$ cat src/rtl/register_file_2r1w.sv
// Two-read, one-write register file with registered read ports and a sticky address-error flag.
// Define REGFILE_WRITE_BYPASS_EN for write-first collisions; the default build is read-first.
module register_file_2r1w #(
    parameter int WIDTH  = 16,
    parameter int DEPTH  = 8,
    parameter int ADDR_W = 3
) (
    input  logic              CLK,
    input  logic              RST,
    input  logic              WrEn,
    input  logic [ADDR_W-1:0] WrAddr,
    input  logic [WIDTH-1:0]  WrData,
    input  logic              RdEnA,
    input  logic [ADDR_W-1:0] RdAddrA,
    input  logic              RdEnB,
    input  logic [ADDR_W-1:0] RdAddrB,
    output logic [WIDTH-1:0]  RdDataA,
    output logic [WIDTH-1:0]  RdDataB,
    output logic              RdValidA,
    output logic              RdValidB,
    output logic              AddrErr
);

    // One extra bit so DEPTH == 2**ADDR_W still fits in the range comparison.
    localparam logic [ADDR_W:0] DEPTH_V = DEPTH[ADDR_W:0];

    logic [WIDTH-1:0] regs [DEPTH];

    logic             wrInRange;
    logic             rdInRangeA;
    logic             rdInRangeB;
    logic             wrHit;
    logic [WIDTH-1:0] rdValueA;
    logic [WIDTH-1:0] rdValueB;

    assign wrInRange  = ({1'b0, WrAddr}  < DEPTH_V);
    assign rdInRangeA = ({1'b0, RdAddrA} < DEPTH_V);
    assign rdInRangeB = ({1'b0, RdAddrB} < DEPTH_V);
    assign wrHit      = WrEn && wrInRange;

    always_comb begin
        rdValueA = '0;
        rdValueB = '0;
        if (rdInRangeA) begin
            rdValueA = regs[RdAddrA];
        end
        if (rdInRangeB) begin
            rdValueB = regs[RdAddrB];
        end
`ifdef REGFILE_WRITE_BYPASS_EN
        if (wrHit && rdInRangeA && (WrAddr == RdAddrA)) begin
            rdValueA = WrData;
        end
        if (wrHit && rdInRangeB && (WrAddr == RdAddrB)) begin
            rdValueB = WrData;
        end
`endif
    end

    // Read strobe semantics: RdValidX is high for exactly the cycle after each
    // edge that sampled RdEnX=1 (no ready/backpressure); RdDataX is only
    // reloaded on those edges and otherwise holds its last value.
    always_ff @(posedge CLK) begin
        if (RST) begin
            for (int i = 0; i < DEPTH; i++) begin
                regs[i] <= '0;
            end
            RdDataA  <= '0;
            RdDataB  <= '0;
            RdValidA <= 1'b0;
            RdValidB <= 1'b0;
            AddrErr  <= 1'b0;
        end else begin
            if (wrHit) begin
                regs[WrAddr] <= WrData;
            end
            RdValidA <= RdEnA;
            RdValidB <= RdEnB;
            if (RdEnA) begin
                RdDataA <= rdValueA;
            end
            if (RdEnB) begin
                RdDataB <= rdValueB;
            end
            AddrErr <= AddrErr
                     | (WrEn  && !wrInRange)
                     | (RdEnA && !rdInRangeA)
                     | (RdEnB && !rdInRangeB);
        end
    end

endmodule

$ cat config.mk
export PLATFORM = sky130hd
export DESIGN_NAME = register_file_2r1w
export DESIGN_NICKNAME = d
export VERILOG_FILES = /design/src/rtl/register_file_2r1w.sv
export SDC_FILE = /design/constraint.sdc
export NUM_CORES = 1
export LEC_CHECK = 0
export BUFFER_PORTS_ARGS = -buffer_cell sky130_fd_sc_hd__buf_2
export CAP_MARGIN = 10
export CORE_MARGIN = 5
export CORE_UTILIZATION = 36
export DETAILED_ROUTE_END_ITERATION = 8
export SYNTH_ARGS = -nofsm -noshare
export SYNTH_HDL_FRONTEND = slang
export SYNTH_SLANG_ARGS = --single-unit
$ cat constraint.sdc
create_clock -name CLK -period 2.2 [get_ports CLK]
set_input_delay 0.11 -clock CLK [delete_from_list [all_inputs] [get_ports CLK]]
set_output_delay 0.11 -clock CLK [all_outputs]
set_load 0.1 [all_outputs]
# Word level (Yosys, flattened, before mapping)
# Memories as Yosys holds them, arrays and structs flattened. A register that Yosys moved wholly into a read port is not among the register bits.
# Index checks and enable logic that the tools add are counted.
# op_classes
muxes,8
n_reduce_logical,1
# ops
operator,n
2-to-1 mux 16 bit,1
OR reduction 16 bit,1
2-to-1 mux 1 bit,6
2-to-1 mux 3 bit,1
# totals
register_bits,2
ramBits,128
output_inout_bits,35
n_memories,1
# memory_table
name,depth,width,rd,rd_ports_with_merged_regs,wr,line_no,text
regs,8,16,2,2,8,27,logic [WIDTH-1:0] regs [DEPTH];

# Depth between registers and ports, before layout
# depth
ltp_word,5
ltp_mapped,7
ltp_nobuf,4

# Worst setup path after synthesis
# No wires, ideal clock.
# synth_timing
path_type,input to register
start,input port RST
end,memory regs[1][0] (enable)
setup_ps,334
arrival_ps,1215
slack_ps,652
path_stages,4
path_cell_list,buf_2 -> or3b_4 -> nor2_1 -> or2_2
# synth_lines
item,line_no,text
"start, declared",9,"input logic RST,"
"end, declared",27,

==> flow_summary.yaml <==
status:
  status: "finished, final reports clean"
setup_path:
  crit_fanout: 2
  endpoint: "RdDataB[7]"
  startpoint: "regs[6][7]"
  worstRegToRegCells: 4
  rr_startpoint: "regs[6][7]"
  critical_path_class: "reg2reg"
  required_ns: 2.48
  r2r_slack_ns: 0.75
  crit_slowest_cell: "edfxtp_1"
  crit_family: "compound AO/OA/AOI/OAI gates"
  crit_cells: 4
  max_stage_delay_ns: 0.40
  worst_setup_path_start_kind: "flip-flop"
  cp_data_arrival_time_ns: 1.73
  r2r_end: "RdDataB[7]"
  end_kind: "flip-flop"
  cp.buffers_inverters: 0
  critical_path.cell_chain: "mux2_2, o22ai_1, a221o_1, a211oi_2"
global_routing:
  grt-ovfl-total: 0
  first_global_vias: 5409
  antenna_found_initial: 1
  grt_pass1_wl_um: 31500
  grt_max_degree: 65
  grt_usage_pct: 15.9
timing:
  fmax_ghz: 0.687
  maxSlewViolCount: 0
  min_period_over_period_pct: 66.1
  worst_pin_slew_ns: 0.855
  final_hold_viol_count: 0
  skew_ns: 0.0105
  max-slew-margin-rel_pct: 43.0
  period_minus_slack_ns: 1.45
  setup_violations: 0
  rsz0062_at_grt: "false"
  setup-tns-final_ns: 0
die:
  initial_core_util_pct: 36.5
  die_area_mm2: 0.0260
  core_area_mm2: 0.0226
  fp.dieH_um: 161
  num_io_pins: 65
  die_width_um: 161
  row_count: 55
logic_synthesis:
  ys.flop_type: "edfxtp_1"
  yosysTopAreaCell: "edfxtp_1"
  ys_seq_area_share_pct: 54.8
  synth_top_area_share_pct: 46.6
  synth_area_mm2: 0.00825
  synthCells: 626
  synth_edf_count: 128
  async_reset_ff_share_pct: 0
  yosysWarnings: 0
  synth_nets: 656
  yosys.cell_types.count: 29
  syn_area_per_cell_um2: 13.2
  ys_ff_latch: 162
  yosys-top-cells-area: "edfxtp_1 (47%), and2_1 (9.7%), mux2_2 (8.7%)"
clock_tree:
  cts_resized: 0
  hold_buffers: 0
  cts_max_path_buffers: 2
  tritoncts: "built"
  cts_sinks: 162
  insertion_delay_ns: 0.43
  clk_pin_slew_worst_paths_ns: 0.06
  cts-root-buf: "clkbuf_16"
  postCtsSetupBuffers: 0
  htree_num_levels: 4
  cts_buffers: 17
routing:
  highest_layer: "met5"
  ant_nets: 0
  wl_per_cell_um: 21.3
  drtIter0Drc: 300
  met2_length_um: 9980
  via_count: 5211
  wl_met1_um: 9310
  wl_met3_um: 1140
  post-route-drc-count: 0
  routed_wl_um: 20700
  drtPass1Iterations: 4
  viasPerCell: 5.35
final_layout:
  area_delta_synth_final_pct: 11.6
  layout.area.seq_mm2: 0.00452
  final_cells: 974
  fillCellCount: 2093
  drive_above_1_share_pct: 29.9
  diodes: 0
  multi_input_comb_area_mm2: 0.00336
  finalNetCount: 706
flow_run:
  cap_violations: 0
power:
  irDropWorstVdd_mv: 0.539
  total_power_mw: 7.45
  cellLeakagePower_nw: 3.47
  powerDensity_mw_per_mm2: 809
worst_hold_path:
  hold_path_class: "in2reg"
placed_design:
  place_inst: 942
  routabilityCongestion: 0.803
  port_buffers: 63
  dpl.hpwl_um: 13500
==> metal layers <==
metal,GRT usage [%],up-vias
li1,-,2452
met1,20.8,2589
met2,26.3,143
met3,3.29,25
met4,5.20,2
met5,0,-
==> state kept, by name, indices dropped and copies added, names as in the netlist <==
signal and count:
RdDataA 16, RdDataB 16, RdValidA 1, RdValidB 1, regs 128
==> synth_stat cells, types with 2 or more instances <==
| cell | count |
|---|---|
| nor2b_1 | 4 |
| nand2b_1 | 4 |
| clkbuf_1 | 26 |
| mux2i_1 | 64 |
| buf_6 | 5 |
| a221o_1 | 27 |
| and2_1 | 128 |
| a211oi_1 | 7 |
| mux2_2 | 64 |
| clkbuf_2 | 4 |
| nor2_1 | 38 |
| buf_12 | 7 |
| nand2_1 | 3 |
| or2_2 | 8 |
| buf_2 | 3 |
| nor2_2 | 2 |
| edfxtp_1 | 128 |
| buf_8 | 2 |
| a22oi_1 | 5 |
| o22ai_1 | 27 |
| o221ai_1 | 5 |
| dfxtp_1 | 34 |
| a211oi_2 | 25 |
==> worst register-to-register path, stage by stage, from the launching register on <==
cell      delay (ns)
edfxtp_1        0.40
mux2_2          0.28
o22ai_1         0.35
a221o_1         0.21
a211oi_2        0.07
==> stage by stage <==
step	setup slack [ns]	cell area, um^2	hold slack [ns]	util [%]
final	0.745	9200	0.0757	40.8
after global routing	0.739	9200	0.0658	40.8
after CTS	0.803	9200	0.0571	40.8
after detailed placement	0.358	8700	0.478	38.5
after global placement	0.361	8700	0.475	38.5
after floorplan	0.652	8250	0.308	-
==> cells by family after synthesis <==
family | after synthesis | share of synthesized area, %
buf+inv | 48 | 4.44
simple gates | 191 | 13.4
other cells | 1 | 0.0455
flops | 162 | 54.8
mux | 128 | 16.5
compound gates | 96 | 10.7
==> worst min path at each step <==
stage                     from    endpoint  slack, ns  cells after the start
detailed placement  RdDataA[1]  RdDataA[1]       0.48                      2
global route         WrData[6]  regs[6][6]       0.07                      2
global placement    RdDataA[1]  RdDataA[1]       0.47                      2
CTS                  WrData[0]  regs[4][0]       0.06                      2
floorplan            WrData[0]  regs[0][0]       0.31                      1
finish               WrData[0]  regs[4][0]       0.08                      2
==> layout make-up <==
cell class	count	share of cell area (%)
Sequential cell	162	49.2
Multi-Input combinational cell	416	36.5
Timing Repair Buffer	79	5.00
Clock buffer	20	4.74
Tap cell	285	3.87
Clock inverter	12	0.734
==> power breakdown <==
part           total [mW]  leakage [nW]  switching (mW)  internal (mW)
clock network        2.59         0.242            1.17           1.42
registers            3.61          1.51          0.0999           3.51
logic                1.24          1.72           0.875          0.369
==> placed cells by master (no fill, tap or decap), drive strengths merged, types with 5 or more instances in the layout <==
| cell type | n |
|---|---|
| a22oi | 5 |
| edfxtp | 128 |
| clkbuf | 20 |
| nor2 | 40 |
| a211oi | 32 |
| o22ai | 27 |
| dfxtp | 34 |
| a221o | 27 |
| and2 | 128 |
| o221ai | 5 |
| mux2i | 64 |
| mux2 | 64 |
| clkinv | 8 |
| buf | 79 |
| or2 | 8 |
Power figures use the tool's default switching activity.
